$ cat config.mk
export PLATFORM = sky130hd
export DESIGN_NAME = pipe_ctrl
export DESIGN_NICKNAME = d
export VERILOG_FILES = /design/src/rtl/pipe_ctrl.sv
export SDC_FILE = /design/constraint.sdc
export NUM_CORES = 1
export LEC_CHECK = 0
export ABC_CLOCK_PERIOD_IN_PS = 2300
export CAP_MARGIN = 20
export CORE_ASPECT_RATIO = 1.2
export CORE_MARGIN = 2
export CORE_UTILIZATION = 44
export DETAILED_ROUTE_END_ITERATION = 10
export HOLD_SLACK_MARGIN = 0.03
export MAX_ROUTING_LAYER = met4
export PLACE_DENSITY = 0.82
export SKIP_LAST_GASP = 1
export SYNTH_ARGS = -nofsm -noshare
export SYNTH_HDL_FRONTEND = slang
export SYNTH_SLANG_ARGS = --single-unit
$ cat constraint.sdc
create_clock -name i_clk -period 2.3 [get_ports i_clk]
set_input_delay 0.69 -clock i_clk [delete_from_list [all_inputs] [get_ports i_clk]]
set_output_delay 0.69 -clock i_clk [all_outputs]
set_load 0.005 [all_outputs]
$ cat src/rtl/pipe_ctrl.sv
// ---------------------------------------------------------------------------
// PipeCtrl : pipeline sequencing controller for the five-stage F/D/E/M/W core.
//
// Combines the hazard unit's load-use request, fetch/data-memory busy
// signals, the multi-cycle MDU busy and execute-stage redirects into
// per-stage stall and bubble-insert (flush) controls plus a fetch PC
// override. A redirect that lands while a fetch is outstanding is parked in
// r_pendPc and the FSM enters DRAIN until the wrong-path fetch returns; that
// fetch is then squashed and the parked target is issued.
//
// Configuration macro: PIPE_CTRL_PERF_EN
//   defined   -> o_perf_stall counts cycles with o_stall_f asserted
//   undefined -> no counter register, o_perf_stall tied to 0
//
// Ports:
//   i_clk          core clock
//   i_reset        synchronous, active-low reset
//   i_loaduse      load-use stall request from the hazard unit
//   i_ibusy        fetch request outstanding (F holds no valid instruction)
//   i_dbusy        M-stage memory access outstanding
//   i_mdu_busy     E-stage multi-cycle op not yet complete
//   i_redirect     E-stage mispredict/jump
//   i_redirect_pc  redirect target
//   o_stall_f/d/e/m  hold the named stage's pipeline register
//   o_flush_d/e/m/w  load a bubble into the named stage at the next edge
//   o_pc_sel       fetch takes o_pc_next this cycle
//   o_pc_next      override PC (0 whenever o_pc_sel is 0)
//   o_drain        FSM is in DRAIN (debug)
//   o_perf_stall   stall-cycle counter (only live with PIPE_CTRL_PERF_EN)
// ---------------------------------------------------------------------------
module pipe_ctrl #(
    parameter int PC_W  = 64,
    parameter int CNT_W = 32
) (
    input  logic             i_clk,
    input  logic             i_reset,
    input  logic             i_loaduse,
    input  logic             i_ibusy,
    input  logic             i_dbusy,
    input  logic             i_mdu_busy,
    input  logic             i_redirect,
    input  logic [PC_W-1:0]  i_redirect_pc,
    output logic             o_stall_f,
    output logic             o_stall_d,
    output logic             o_stall_e,
    output logic             o_stall_m,
    output logic             o_flush_d,
    output logic             o_flush_e,
    output logic             o_flush_m,
    output logic             o_flush_w,
    output logic             o_pc_sel,
    output logic [PC_W-1:0]  o_pc_next,
    output logic             o_drain,
    output logic [CNT_W-1:0] o_perf_stall
);

    typedef enum logic {
        RUN   = 1'b0,
        DRAIN = 1'b1
    } state_t;

    state_t          r_state;
    logic [PC_W-1:0] r_pendPc;

    state_t          w_nextState;
    logic [PC_W-1:0] w_nextPendPc;

    // Priority-ordered control decode. Memory stalls dominate everything,
    // then the MDU, then redirects (E is advancing), then the DRAIN bookkeeping,
    // then load-use and fetch bubbles. While reset is low every stage is
    // bubbled and nothing stalls, so the pipe comes out of reset empty.
    always_comb begin
        o_stall_f    = 1'b0;
        o_stall_d    = 1'b0;
        o_stall_e    = 1'b0;
        o_stall_m    = 1'b0;
        o_flush_d    = 1'b0;
        o_flush_e    = 1'b0;
        o_flush_m    = 1'b0;
        o_flush_w    = 1'b0;
        o_pc_sel     = 1'b0;
        o_pc_next    = '0;
        w_nextState  = r_state;
        w_nextPendPc = r_pendPc;

        if (!i_reset) begin
            o_flush_d = 1'b1;
            o_flush_e = 1'b1;
            o_flush_m = 1'b1;
            o_flush_w = 1'b1;
        end else if (i_dbusy) begin
            o_stall_f = 1'b1;
            o_stall_d = 1'b1;
            o_stall_e = 1'b1;
            o_stall_m = 1'b1;
            o_flush_w = 1'b1;
        end else if (i_mdu_busy) begin
            o_stall_f = 1'b1;
            o_stall_d = 1'b1;
            o_stall_e = 1'b1;
            o_flush_m = 1'b1;
        end else if (i_redirect) begin
            // The D instruction is wrong-path, so load-use is irrelevant here.
            o_flush_d = 1'b1;
            o_flush_e = 1'b1;
            if (!i_ibusy && r_state == RUN) begin
                o_pc_sel  = 1'b1;
                o_pc_next = i_redirect_pc;
            end else begin
                // Park the target until the outstanding fetch drains; a newer
                // redirect simply overwrites an older parked one.
                o_stall_f    = 1'b1;
                w_nextPendPc = i_redirect_pc;
                w_nextState  = DRAIN;
            end
        end else if (r_state == DRAIN) begin
            o_flush_d = 1'b1;
            if (i_ibusy) begin
                o_stall_f = 1'b1;
            end else begin
                // Wrong-path fetch returns this cycle and is discarded by the
                // D flush while the parked target is issued.
                o_pc_sel    = 1'b1;
                o_pc_next   = r_pendPc;
                w_nextState = RUN;
            end
            if (i_loaduse) begin
                o_stall_d = 1'b1;
                o_flush_e = 1'b1;
            end
        end else if (i_loaduse) begin
            o_stall_f = 1'b1;
            o_stall_d = 1'b1;
            o_flush_e = 1'b1;
        end else if (i_ibusy) begin
            o_stall_f = 1'b1;
            o_flush_d = 1'b1;
        end
    end

    assign o_drain = i_reset && (r_state == DRAIN);

    // FSM state and parked redirect target. Reset drops any pending redirect.
    always_ff @(posedge i_clk) begin
        if (!i_reset) begin
            r_state  <= RUN;
            r_pendPc <= '0;
        end else begin
            r_state  <= w_nextState;
            r_pendPc <= w_nextPendPc;
        end
    end

`ifdef PIPE_CTRL_PERF_EN
    logic [CNT_W-1:0] r_perfStall;

    // Fetch-stall cycle counter; wraps naturally at 2^CNT_W.
    always_ff @(posedge i_clk) begin
        if (!i_reset) begin
            r_perfStall <= '0;
        end else if (o_stall_f) begin
            r_perfStall <= r_perfStall + 1'b1;
        end
    end

    assign o_perf_stall = r_perfStall;
`else
    assign o_perf_stall = '0;
`endif

endmodule

==> flow_summary_export.csv, run 1 <==
group,metric,value,unit
clock_tree,clk_pin_slew,0.06,ns
floorplanning,dieWidth,94.71,um
clock_tree,htree_num_levels,3,
synthesis,syn_area,4344,um2
synthesis,synth_top_family_by_area,"simple AND/OR/NAND/NOR gates",
clock_tree,cts_hold_buf,0,
timing,tns,-11.24,ns
final_layout,num-fill-cells,752,
final_layout,final_common_cell,"nand2_1",
synthesis,synth-edff-count,0,
timing,rsz0062_at_grt,"true",
synthesis,ys_seq_elements,65,
synthesis,syn-mean-instance-area,8.866,um2
synthesis,synth_compound_area_share,18.66,%
clock_tree,cts_buffers,9,
final_layout,utilization,69.09,%
timing,setup_viol,66,
worst_setup_path,critical_path_arrival,1.89,ns
timing,hold_violations,0,
clock_tree,cts_max_path_buffers,2,
worst_setup_path,crit_path_end_kind,"primary output",
pwr,irDropWorstVdd,0.0003722,V
status,violations,"setup timing",
worst_setup_path,r2r_slack,0.86,ns
drt,viasPerCell,5.152,
floorplanning,pin_count,177,
worst_setup_path,critPathMaxFanout,5,
pwr,power_density,524.6,nW/um2
global_routing,grt_pass1_vias,3998,
timing,drv_slew,0,
drt,drtIter0Drc,176,
synthesis,yosys.area_share.simple,21.34,%
global_routing,antenna_found_initial,0,
drt,final_antenna_net_count,0,
final_layout,layout_common_cells,"nand2_1, buf_2, clkdlybuf4s50_1, dfxtp_1, mux2i_1",
final_layout,stdcell_area,6608,um2
final_layout,syn_to_final_growth,52.10,%
synthesis,synthFlopType,"dfxtp_1",
drt,wl_per_cell,16.97,um
clock_tree,cts_tree,"done",
timing,max_freq,388.0,MHz
final_layout,drive_gt1_share,40.21,%
clock_tree,worstSkewPairLatency,0.32,ns
final_layout,final_cells,797,
final_layout,fin_nets,740,
floorplanning,fp.coreArea,9564,um2
floorplanning,die-height,112.8,um
worst_setup_path,cp_data_required_time,1.61,ns
timing,max-slew-margin-rel,58.53,%
synthesis,synth.yosys.warnings,0,
synthesis,yosysUniqueCellTypes,27,
drt,route.detailed.drc,0,
floorplanning,die-area,10690,um2
clock_tree,clock_sinks,65,
placed_design,gp_congestion,0.7788,
placed_design,hpwl,7.432,mm
pwr,leakage,0.002570,uW
synthesis,synth-xor-area-share,0,%
synthesis,synthMuxAreaShare,14.75,%
placed_design,post_dp_cell_area,5667,um2
final_layout,antennaDiodeCount,0,
synthesis,synthArstFlopShare,0,%
global_routing,grt_max_degree,66,
worst_setup_path,path_class,"primary input to primary output",
timing,tightest_slew,0.6220,ns
placed_design,port_buffers,144,
drt,vias,4106,
synthesis,ys_seq_area_share,29.95,%
status,status,"finished with violations",
timing,setup_slack,-0.2771,ns
drt,first_pass_iters,4,
placed_design,place_inst,731,
timing,period_share,112.0,%
worst_setup_path,startpoint_type,"primary input",
clock_tree,root_buffer,"clkbuf_16",
drt,routed_wl,13.53,mm
timing,skew,0.005868,ns
global_routing,overflow,0,
floorplanning,row_count,39,
flow_run,max_cap_violations,0,
timing,fin_crit,2.577,ns
pwr,power,3466,uW
synthesis,postSynthCellCount,490,
global_routing,grt_pass1_wl,19.67,mm
floorplanning,initial_core_util,45.42,%
synthesis,synth_fa_ha_area_share,0,%
global_routing,gr-usage-all-layers,23.85,%
hold_path,hold_class,"flop to flop",
-- sequential cells by signal, indices dropped and copies added, names as in the netlist --
| name | flops |
|---|---|
| r_pendPc | 64 |
| r_state | 1 |
-- stage by stage --
| step | hold WS [ns] | setup WS [ns] |
|---|---|---|
| 4_1_cts | 0.4619 | -0.4056 |
| 6_report | 0.4611 | -0.2771 |
| 3_3_place_gp | 0.4429 | -0.9734 |
| 5_1_grt | 0.4848 | -0.3278 |
| 3_5_place_dp | 0.4505 | -0.9947 |
| 2_1_floorplan | 0.4344 | 0.08843 |
-- logic make-up (layout without fill, tap and decap cells) --
kind of cell,Yosys count,after routing
other,1,32
buffers and inverters,78,230
multiplexers,64,64
flip-flops,65,65
AND/OR/NAND/NOR,207,208
AO/OA/AOI/OAI,75,75
-- synthesized netlist by cell type (2+ instances only) --
cell / n / area (um2)
a22oi_2: 49 / 613.1
and2_1: 2 / 12.51
nor2_1: 22 / 82.58
clkbuf_1: 10 / 37.54
nor3b_2: 2 / 25.02
a21boi_0: 2 / 15.01
nor2_2: 44 / 275.3
nand2b_1: 2 / 12.51
buf_8: 5 / 75.07
nand2_1: 132 / 495.5
buf_4: 34 / 255.2
dfxtp_1: 65 / 1301
buf_12: 7 / 140.1
buf_2: 14 / 70.07
o21ai_0: 4 / 20.02
buf_6: 7 / 78.83
mux2i_1: 64 / 640.6
a22oi_1: 15 / 112.6
nor2b_1: 2 / 12.51
-- area by class of cell --
type	count	area (um2)	area share [%]
clock inverter	6	115.1	1.742
tap	123	153.9	2.329
multi-input combinational	379	2611	39.52
clock buffer	10	239.0	3.617
sequential	65	1301	19.69
inverter	1	3.754	0.05681
timing repair buffer	213	2183	33.04
-- power breakdown --
group | switching [uW] | internal [uW]
registers | 22.3 | 1160
logic | 308 | 375
clock network | 512 | 1090
-- critical path, stage by stage --
cell and delay, ns:
buf_8 0.10, buf_6 0.11, nor3b_4 0.20, buf_6 0.17
buf_12 0.12, buf_12 0.12, buf_12 0.10, a22oi_2 0.05
nor2_2 0.09, buf_2 0.12
-- final timing paths --
| check | startpoint | end | depth (start not counted) |
|---|---|---|---|
| setup / recovery | i_ibusy | o_pc_next[17] | 10 |
| hold / removal | r_pendPc[11] | r_pendPc[11] | 2 |
| setup reg to reg | r_state | r_pendPc[35] | 4 |
| hold reg to reg | r_pendPc[11] | r_pendPc[11] | 2 |
-- timing repair --
| action | in CTS | in global routing |
|---|---|---|
| endpoints found under the hold margin | 0 | 0 |
| setup endpoints to repair | 73 | 70 |
| buffers inserted | 31 | 9 |
| gates cloned | 14 | 5 |
| gates resized for setup | 328 | 24 |
| pin swaps | 45 | 50 |
-- routing by layer --
layer	global-route usage [%]	vias to the layer above	part of all wire, %	wire, um
met1	26.72	1966	39	5230
li1	-	1947	-	-
met3	3.395	32	4.9	657
met4	7.150	0	3.0	404
met2	43.31	161	53	7232
met5	-	-	0	0
No activity file was read; power rests on OpenSTA's default activity.
==> run 2: changes to the inputs <==
--- a/config.mk
+++ b/config.mk
@@ -11,6 +11,7 @@
 export CORE_MARGIN = 2
 export CORE_UTILIZATION = 44
 export DETAILED_ROUTE_END_ITERATION = 10
+export GPL_TIMING_DRIVEN = 0
 export HOLD_SLACK_MARGIN = 0.03
 export MAX_ROUTING_LAYER = met4
 export PLACE_DENSITY = 0.82
==> run 2 against run 1 <==
The run still ends with setup timing left. Via count is 3.9% higher. Die area stayed put. Clock power fell by 14%. Final area grew 3.9%. Clock skew decreased by 0.0016 ns. First-iteration DRC count shrank 26%. Hold slack hardly changed. Largest cell class unchanged. Largest power group unchanged.
==> flow_summary_export.csv, run 2 (synthesized netlist as in run 1, its figures left out) <==
group,metric,value,unit
clock_tree,cts_buffers,9,
hold_path,hp-start,"r_pendPc[7]",
worst_setup_path,path_class,"primary input to primary output",
final_layout,top_register,"r_pendPc",
worst_setup_path,crit_chain,"buf_12 > nor3b_4 > buf_8 > buf_12 > buf_8 > a22oi_2 > nor2_1 > buf_2",
global_routing,grt_pass1_vias,4375,
worst_setup_path,critPathMaxFanout,7,
hold_path,hold_class,"flop to flop",
pwr,power,3282,uW
global_routing,overflow,0,
final_layout,largestRegisters,"r_pendPc x64, r_state x1",
global_routing,antenna_found_initial,0,
worst_setup_path,r2r-start,"r_state",
floorplanning,die-area,10690,um2
drt,routed_wl,13.31,mm
pwr,irDropWorstVdd,0.0003398,V
placed_design,port_buffers,143,
clock_tree,worstSkewPairLatency,0.33,ns
clock_tree,cts_hold_buf,0,
final_layout,drive_gt1_share,43.60,%
worst_setup_path,crit_path_end_kind,"primary output",
worst_setup_path,critPathTopFamily,"buffers and inverters",
clock_tree,cts_tree,"done",
worst_setup_path,cp_data_required_time,1.61,ns
clock_tree,root_buffer,"clkbuf_16",
final_layout,fin_nets,800,
final_layout,syn_to_final_growth,57.98,%
clock_tree,clock_sinks,65,
worst_setup_path,critPathBufInv,5,
drt,vias,4268,
placed_design,gp_congestion,0.8098,
global_routing,gr-usage-all-layers,24.99,%
timing,drv_slew,0,
floorplanning,fp.coreArea,9564,um2
worst_setup_path,startpoint_type,"primary input",
clock_tree,cts_max_path_buffers,2,
clock_tree,clk_pin_slew,0.06,ns
final_layout,num-fill-cells,720,
placed_design,hpwl,8.650,mm
global_routing,grt_max_degree,20,
timing,setup_viol,65,
timing,hold_ws,0.4611,ns
timing,setup_slack,-0.2548,ns
worst_setup_path,cp_slowest_cell,"nor3b_4",
pwr,leakage,0.002775,uW
pwr,power_density,478.3,nW/um2
timing,fin_crit,2.555,ns
drt,drtIter0Drc,131,
clock_tree,htree_num_levels,3,
timing,max_freq,391.4,MHz
status,violations,"setup timing",
final_layout,layout_common_cells,"nand2_1, buf_2, mux2i_1, clkdlybuf4s50_1, dfxtp_1",
drt,viasPerCell,4.980,
final_layout,antennaDiodeCount,0,
timing,rsz0062_at_grt,"true",
floorplanning,row_count,39,
timing,period_share,111.1,%
final_layout,utilization,71.76,%
status,status,"finished with violations",
floorplanning,die-height,112.8,um
worst_setup_path,critical_path_arrival,1.86,ns
drt,first_pass_iters,4,
worst_setup_path,critPathLaunch,"i_redirect",
floorplanning,initial_core_util,45.42,%
final_layout,final_common_cell,"nand2_1",
drt,route.detailed.drc,0,
floorplanning,pin_count,177,
timing,skew,0.004302,ns
flow_run,max_cap_violations,0,
worst_setup_path,worst_path_largest_cell_delay,0.32,ns
global_routing,grt_pass1_wl,20.78,mm
timing,hold_violations,0,
drt,final_antenna_net_count,0,
final_layout,largest_reg_flops,64,
timing,tns,-11.71,ns
drt,wl_per_cell,15.53,um
floorplanning,dieWidth,94.71,um
run 2: changes by cell type in the layout (fill, tap and decap cells not counted), sizes merged, moves of 2 or more:
cell | before | now
buf | 135 | 189
clkbuf | 16 | 20
bufinv | 3 | 1
dlygate4sd2 | 5 | 7
run 2: path summary, 6_finish.rpt:
kind | endpoint | slack (ns) | depth (start not counted)
hold reg to reg | r_pendPc[7] | 0.46 | 2
setup reg to reg | r_pendPc[47] | 1.05 | 5
setup / recovery | o_pc_next[11] | -0.25 | 8
hold / removal | r_pendPc[7] | 0.46 | 2
run 2: layout make-up:
class                   instances  area (um2)  area share (%)
multi-input cells             378        2574           37.50
repair buffers                201        1773           25.83
flip-flops and latches         65        1303           18.98
plain buffers                  73       750.7           10.94
clock buffers                   9       225.2           3.282
well taps                     123       153.9           2.242
clock inverters                 7       80.08           1.167
inverters                       1       3.754         0.05469
run 2: metal layers:
metal	part of all wire (%)	track usage (%)
met4	2.3	8.889
met2	53	45.30
met1	39	26.75
met3	5.6	4.660
met5	0	-
run 2: worst min-delay path, delay by kind of cell, from the launching register on:
| kind | cells | cell delay [ns] |
|---|---|---|
| multiplexers | 1 | 0.05 |
| flip-flops | 1 | 0.31 |
| AND/OR/NAND/NOR | 1 | 0.05 |
run 2: repair_timing:
item / 4_1_cts / 5_1_grt
endpoints found under the setup margin: 74 / 67
resized for setup: 368 / 31
setup buffers: 38 / 19
hold endpoints to repair: 0 / 0
pin swaps: 60 / 34
cloned: 7 / 1
run 2: report_power, final:
group | internal, uW | total (uW) | leakage [uW] | switching, uW
Clock | 847 | 1380 | 0.000142 | 534
Combinational | 413 | 725 | 0.00211 | 311
Sequential | 1160 | 1180 | 0.000527 | 20.0
run 2: stage by stage:
stage | setup WS [ns] | instance area, um2 | std cells
after floorplan | 0.08843 | 4461 | 521
after global placement | -1.101 | 6046 | 787
after detailed placement | -1.129 | 6046 | 787
after CTS | -0.2732 | 6807 | 846
after global routing | -0.3040 | 6863 | 857
final | -0.2548 | 6863 | 857
==> edit 1 (settings of run 1) <==
Change the parameter `PC_W` from 64 to 128.
--- a/src/rtl/pipe_ctrl.sv
+++ b/src/rtl/pipe_ctrl.sv
@@ -29,7 +29,7 @@
 //   o_perf_stall   stall-cycle counter (only live with PIPE_CTRL_PERF_EN)
 // ---------------------------------------------------------------------------
 module pipe_ctrl #(
-    parameter int PC_W  = 64,
+    parameter int PC_W  = 128,
     parameter int CNT_W = 32
 ) (
     input  logic             i_clk,
Interface: changed (resized i_redirect_pc and o_pc_next); port bits go from 177 to 305. No check against the original RTL was run, so the function may have changed too.
==> edit 1 against run 1 <==
- total power grew 90%
- the run still ends with negative setup slack left
- area after synthesis grew 90%
- setup slack lost 67 ps
- critical path type unchanged
- sequential share of layout area grew 1.0 points
- register-to-register slack lost 30 ps
- sequential cell count grew 64
- wire length grew 92%
- final area grew 89%
- non-clock buffer count grew 207
- die area grew 86%
==> edit 1: results (changes against run 1) <==
Status = finished with violations (unchanged)
Failing checks = negative setup slack (unchanged)
Drt initial violations = 430 (was 176)
Critical Path AT = 1950 ps (was 1890 ps)
LEAKAGE = 0.00478 uW (was 0.00257 uW)
Synth Area in XOR/XNOR = 0 (unchanged)
Hold WS = 462 ps (was 461 ps)
Net Sw Frac = 0.250 (was 0.243)
Max incr delay on CP = 220 ps (was 200 ps)
Final WL = 26.0 mm (was 13.5 mm)
Slew @ Worst Pin = 653 ps (was 622 ps)
First-pass GRT wire length = 40.1 mm (was 19.7 mm)
Share of cells above drive strength 1 = 0.423 (was 0.402)
Largest net degree at the start of global routing = 166 (was 66)
Routed vias/inst = 5.14 (was 5.15)
Crit-path slowest cell = nor3b_4 (unchanged)
Vias in the first global route = 7,737 (was 3,998)
Compound-gate portion of the synthesized area = 0.188 (was 0.187)
H-tree depth = 4 (was 3)
Min-Delay Path Class = reg2reg (unchanged)
Crit Path Max Fanout = 7 (was 5)
Mux contribution to synthesized area = 0.156 (was 0.147)
Net count of the finished layout = 1,402 (was 740)
Top flop regs = r_pendPc x128, r_state x1 (was r_pendPc x64, r_state x1)
Num CTS Buffers = 17 (was 9)
Synth unique cells = 29 (was 27)
Worst skew pair latency = 410 ps (was 320 ps)
Peak VDD IR = 0.471 mV (was 0.372 mV)
Buffers on Ports = 272 (was 144)
DRT Pass-1 Iters = 5 (was 4)
R2R setup slack = 830 ps (was 860 ps)
Sequential fraction of the synthesis area = 0.313 (was 0.300)
Clk_skew = 6.56 ps (was 5.87 ps)
Final setup viols = 129 (was 66)
Final worst setup slack = -344 ps (was -277 ps)
Global-route usage over all layers = 0.263 (was 0.239)
Most instantiated cells after synthesis = nand2_1, dfxtp_1, mux2i_1, a22oi_2, nor2_2 (unchanged)
Filler Cells Inserted = 1,379 (was 752)
RePlAce Congestion = 0.858 (was 0.779)
Ranking of synthesized cells by area = dfxtp_1, mux2i_1, a22oi_2, nand2_1, nor2_2 (unchanged)
Dpl hpwl = 16.2 mm (was 7.43 mm)
Antenna diodes = 0 (unchanged)
-- edit 1: stage by stage --
stage	utilization	instance area (um2)	instances	setup WS, ps	setup TNS [ps]
3_3_place_gp	0.610	11100	1394	-1040	-149400
5_1_grt	0.684	12500	1504	-387	-38820
6_report	0.684	12500	1504	-344	-31310
4_1_cts	0.682	12400	1498	-479	-47210
3_5_place_dp	0.610	11100	1394	-1090	-154600
2_1_floorplan	-	8360	948	34.5	0
-- edit 1: worst paths after layout --
kind | startpoint | cells past startpoint | to
worst max register to register | r_state | 4 | r_pendPc[44]
worst min register to register | r_pendPc[8] | 2 | r_pendPc[8]
worst min-delay path | r_pendPc[8] | 2 | r_pendPc[8]
worst max-delay path | i_ibusy | 10 | o_pc_next[95]
-- edit 1: power groups by stage --
stage / clock (uW) / sequential (uW) / combinational, uW
CTS: 3050 / 2330 / 1250
detailed placement: 0 / 2380 / 1010
finish: 3010 / 2340 / 1250
floorplan: 0 / 2370 / 614
global placement: 0 / 2380 / 996
global route: 3160 / 2340 / 1340
-- edit 1: repair_timing --
action                     in CTS  in global routing
setup buffers                  61                 12
pin swaps                     111                 47
gates cloned                   13                  2
setup endpoints to repair     138                131
gates resized for setup       630                 16
-- edit 1: metal layers --
metal  global-route usage  wire, um  vias to the layer above
li1                     -         -                     3745
met1                0.295     10400                     3649
met2                0.455     13300                      287
met3               0.0567      1400                       56
met4               0.0999       808                        0
met5                    -         0                        -
-- edit 1: cell families after synthesis --
kind of cell | count (synthesis)
buffers and inverters | 121
AND/OR/NAND/NOR | 399
multiplexers | 128
flip-flops | 129
other | 1
AO/OA/AOI/OAI | 139
-- edit 1: final cells by class --
class / instances / area (um2) / share of cell area
Multi-Input combinational cell: 698 / 4860 / 0.390
Clock buffer: 19 / 443 / 0.0355
Sequential cell: 129 / 2580 / 0.207
Timing Repair Buffer: 420 / 4100 / 0.328
Inverter: 1 / 3.75 / 0.000301
Tap cell: 224 / 280 / 0.0225
Clock inverter: 13 / 210 / 0.0168
-- edit 1: worst min-delay path: cells and delay by family (launching register included) --
kind	cells	cell delay [ps]
flip-flops	1	310
multiplexers	1	50
AND/OR/NAND/NOR	1	50
==> edit 2 (flow settings as in run 1) <==
Made on the original files. The option `PIPE_CTRL_PERF_EN` is turned on by a define.
--- a/src/rtl/pipe_ctrl.sv
+++ b/src/rtl/pipe_ctrl.sv
@@ -28,6 +28,8 @@
 //   o_drain        FSM is in DRAIN (debug)
 //   o_perf_stall   stall-cycle counter (only live with PIPE_CTRL_PERF_EN)
 // ---------------------------------------------------------------------------
+`define PIPE_CTRL_PERF_EN
+
 module pipe_ctrl #(
     parameter int PC_W  = 64,
     parameter int CNT_W = 32
Formal check against the unedited RTL: not equivalent (a bounded check fails within 4 cycles, from zero or initial values and one cycle with i_reset low).
==> edit 2 against run 1 <==
- final area is 23% higher
- combinational power fell by 2%
- fmax decreased by 2.0%
- wire length grew 42%
- worst hold slack got worse by 1.3 ps
- largest power group unchanged
- highest routed layer unchanged
- area after synthesis up 10%
- first-iteration DRC count increased by 130%
- setup slack got worse by 52 ps
- total power is 20% higher
- sequential cell count is 32 higher
- the flow still finishes with violations (negative setup slack)
- register-to-register slack got worse by 750 ps
- synthesized cell count up 33%
==> edit 2: results (changes against run 1) <==
R2R setup slack = 110 ps (was 860 ps)
Final setup viols = 65 (was 66)
Routed vias/inst = 6.03 (was 5.15)
Hold_sp = r_pendPc[60] (was r_pendPc[11])
Critical Path AT = 1940 ps (was 1890 ps)
Failing checks = negative setup slack (unchanged)
Buffers on Ports = 176 (was 144)
Drt initial violations = 412 (was 176)
Clk_skew = 8.21 ps (was 5.87 ps)
DRT Pass-1 Iters = 5 (was 4)
Synth Net Count = 723
Cell Area, Placed = 6940 um2 (was 5670 um2)
Dpl hpwl = 10.5 mm (was 7.43 mm)
Largest net degree at the start of global routing = 44 (was 66)
Synth unique cells = 43 (was 27)
Fin cells = 1,006 (was 797)
Crit-path slowest cell = a22oi_2 (was nor3b_4)
Wire per inst = 19.1 um (was 17.0 um)
Max incr delay on CP = 180 ps (was 200 ps)
CP startpoint = i_redirect (was i_ibusy)
Global-route usage over all layers = 0.307 (was 0.239)
Sequential fraction of the synthesis area = 0.405 (was 0.300)
Worst R2R End = o_perf_stall[30] (was r_pendPc[35])
Slew @ Worst Pin = 744 ps (was 622 ps)
Most instantiated cells after synthesis = nand2_1, dfxtp_1, a21oi_1, nor2_1, a22oi_1 (was nand2_1, dfxtp_1, mux2i_1, a22oi_2, nor2_2)
Vias in the first global route = 5,800 (was 3,998)
Share of cells above drive strength 1 = 0.315 (was 0.402)
Worst skew pair latency = 340 ps (was 320 ps)
Filler Cells Inserted = 691 (was 752)
Status = finished with violations (unchanged)
First-pass GRT wire length = 28.4 mm (was 19.7 mm)
CP Capture Point = o_pc_next[41] (was o_pc_next[17])
Net count of the finished layout = 944 (was 740)
Ranking of synthesized cells by area = dfxtp_1, nand2_1, a22oi_1, a21oi_1, nor2_1 (was dfxtp_1, mux2i_1, a22oi_2, nand2_1, nor2_2)
Crit Path Max Fanout = 7 (was 5)
LEAKAGE = 0.00293 uW (was 0.00257 uW)
Setup WS pre-CTS = -1050 ps (was -995 ps)
Final Cell Area = 8150 um2 (was 6610 um2)
Final worst setup slack = -329 ps (was -277 ps)
Peak VDD IR = 0.414 mV (was 0.372 mV)
Reg2reg path depth = 6 (was 4)
Mean area per synthesized cell = 7.36 um2 (was 8.87 um2)
-- edit 2: cell count changes after synthesis, sizes merged, moves of 20 or more --
| cell | delta |
|---|---|
| a21oi | +91 |
| buf | -53 |
| clkbuf | +29 |
| dfxtp | +32 |
| mux2i | -62 |
| o31ai | +20 |
| or4 | +25 |
-- edit 2: cell families (layout without fill, tap and decap cells) --
family | after synthesis | count (layout) | share of synthesized area
AND/OR/NAND/NOR | 297 | 297 | 0.282
AO/OA/AOI/OAI | 192 | 194 | 0.250
flip-flops | 97 | 97 | 0.405
buffers and inverters | 58 | 282 | 0.0488
XOR/XNOR | 4 | 4 | 0.00731
multiplexers | 2 | 2 | 0.00418
adder cells (fa/ha/maj) | 1 | 1 | 0.00261
-- edit 2: tightest hold or removal path, cell delays in order, from the launching register on --
cell and delay (ps):
dfxtp_1 310, nand2_1 50, a21oi_1 50
-- edit 2: power breakdown --
| group | internal, uW | total (uW) | switching (uW) |
|---|---|---|---|
| Combinational | 368 | 670 | 302 |
| Sequential | 1710 | 1740 | 29.1 |
| Clock | 1100 | 1760 | 661 |
-- edit 2: routing by layer --
layer / up-vias / wire, um / track usage
li1: 2779 / - / -
met1: 2855 / 7340 / 0.364
met2: 362 / 9590 / 0.494
met3: 69 / 1520 / 0.0473
met4: 0 / 782 / 0.176
met5: - / 0 / -
-- edit 2: layout make-up --
cell class,count,area (um2),share of cell area
Multi-Input combinational cell,498,3100,0.380
Timing Repair Buffer,261,2580,0.316
Sequential cell,97,1940,0.239
Clock buffer,10,239,0.0293
Tap cell,129,161,0.0198
Clock inverter,6,113,0.0138
Inverter,5,18.8,0.00230
-- edit 2: worst min-delay path by stage --
stage,to,depth (start not counted)
2_1_floorplan,r_pendPc[0],2
3_3_place_gp,r_pendPc[49],2
3_5_place_dp,r_pendPc[59],2
4_1_cts,r_pendPc[59],2
5_1_grt,r_pendPc[60],2
6_report,r_pendPc[60],2
-- edit 2: through the flow --
stage,power [uW],setup TNS [ps],util,hold slack [ps]
3_5_place_dp,2240,-101240,0.656,447
3_3_place_gp,2230,-95590,0.656,441
4_1_cts,4130,-13970,0.753,456
5_1_grt,4280,-15270,0.771,478
6_report,4170,-12010,0.771,460
2_1_floorplan,1960,-185,-,436
-- edit 2: repair_timing --
action	in CTS	in global routing
resized for setup	342	79
buffers inserted	28	10
pin swaps	101	78
cloned	12	3
endpoints found under the setup margin	99	84
hold endpoints to repair	0	0
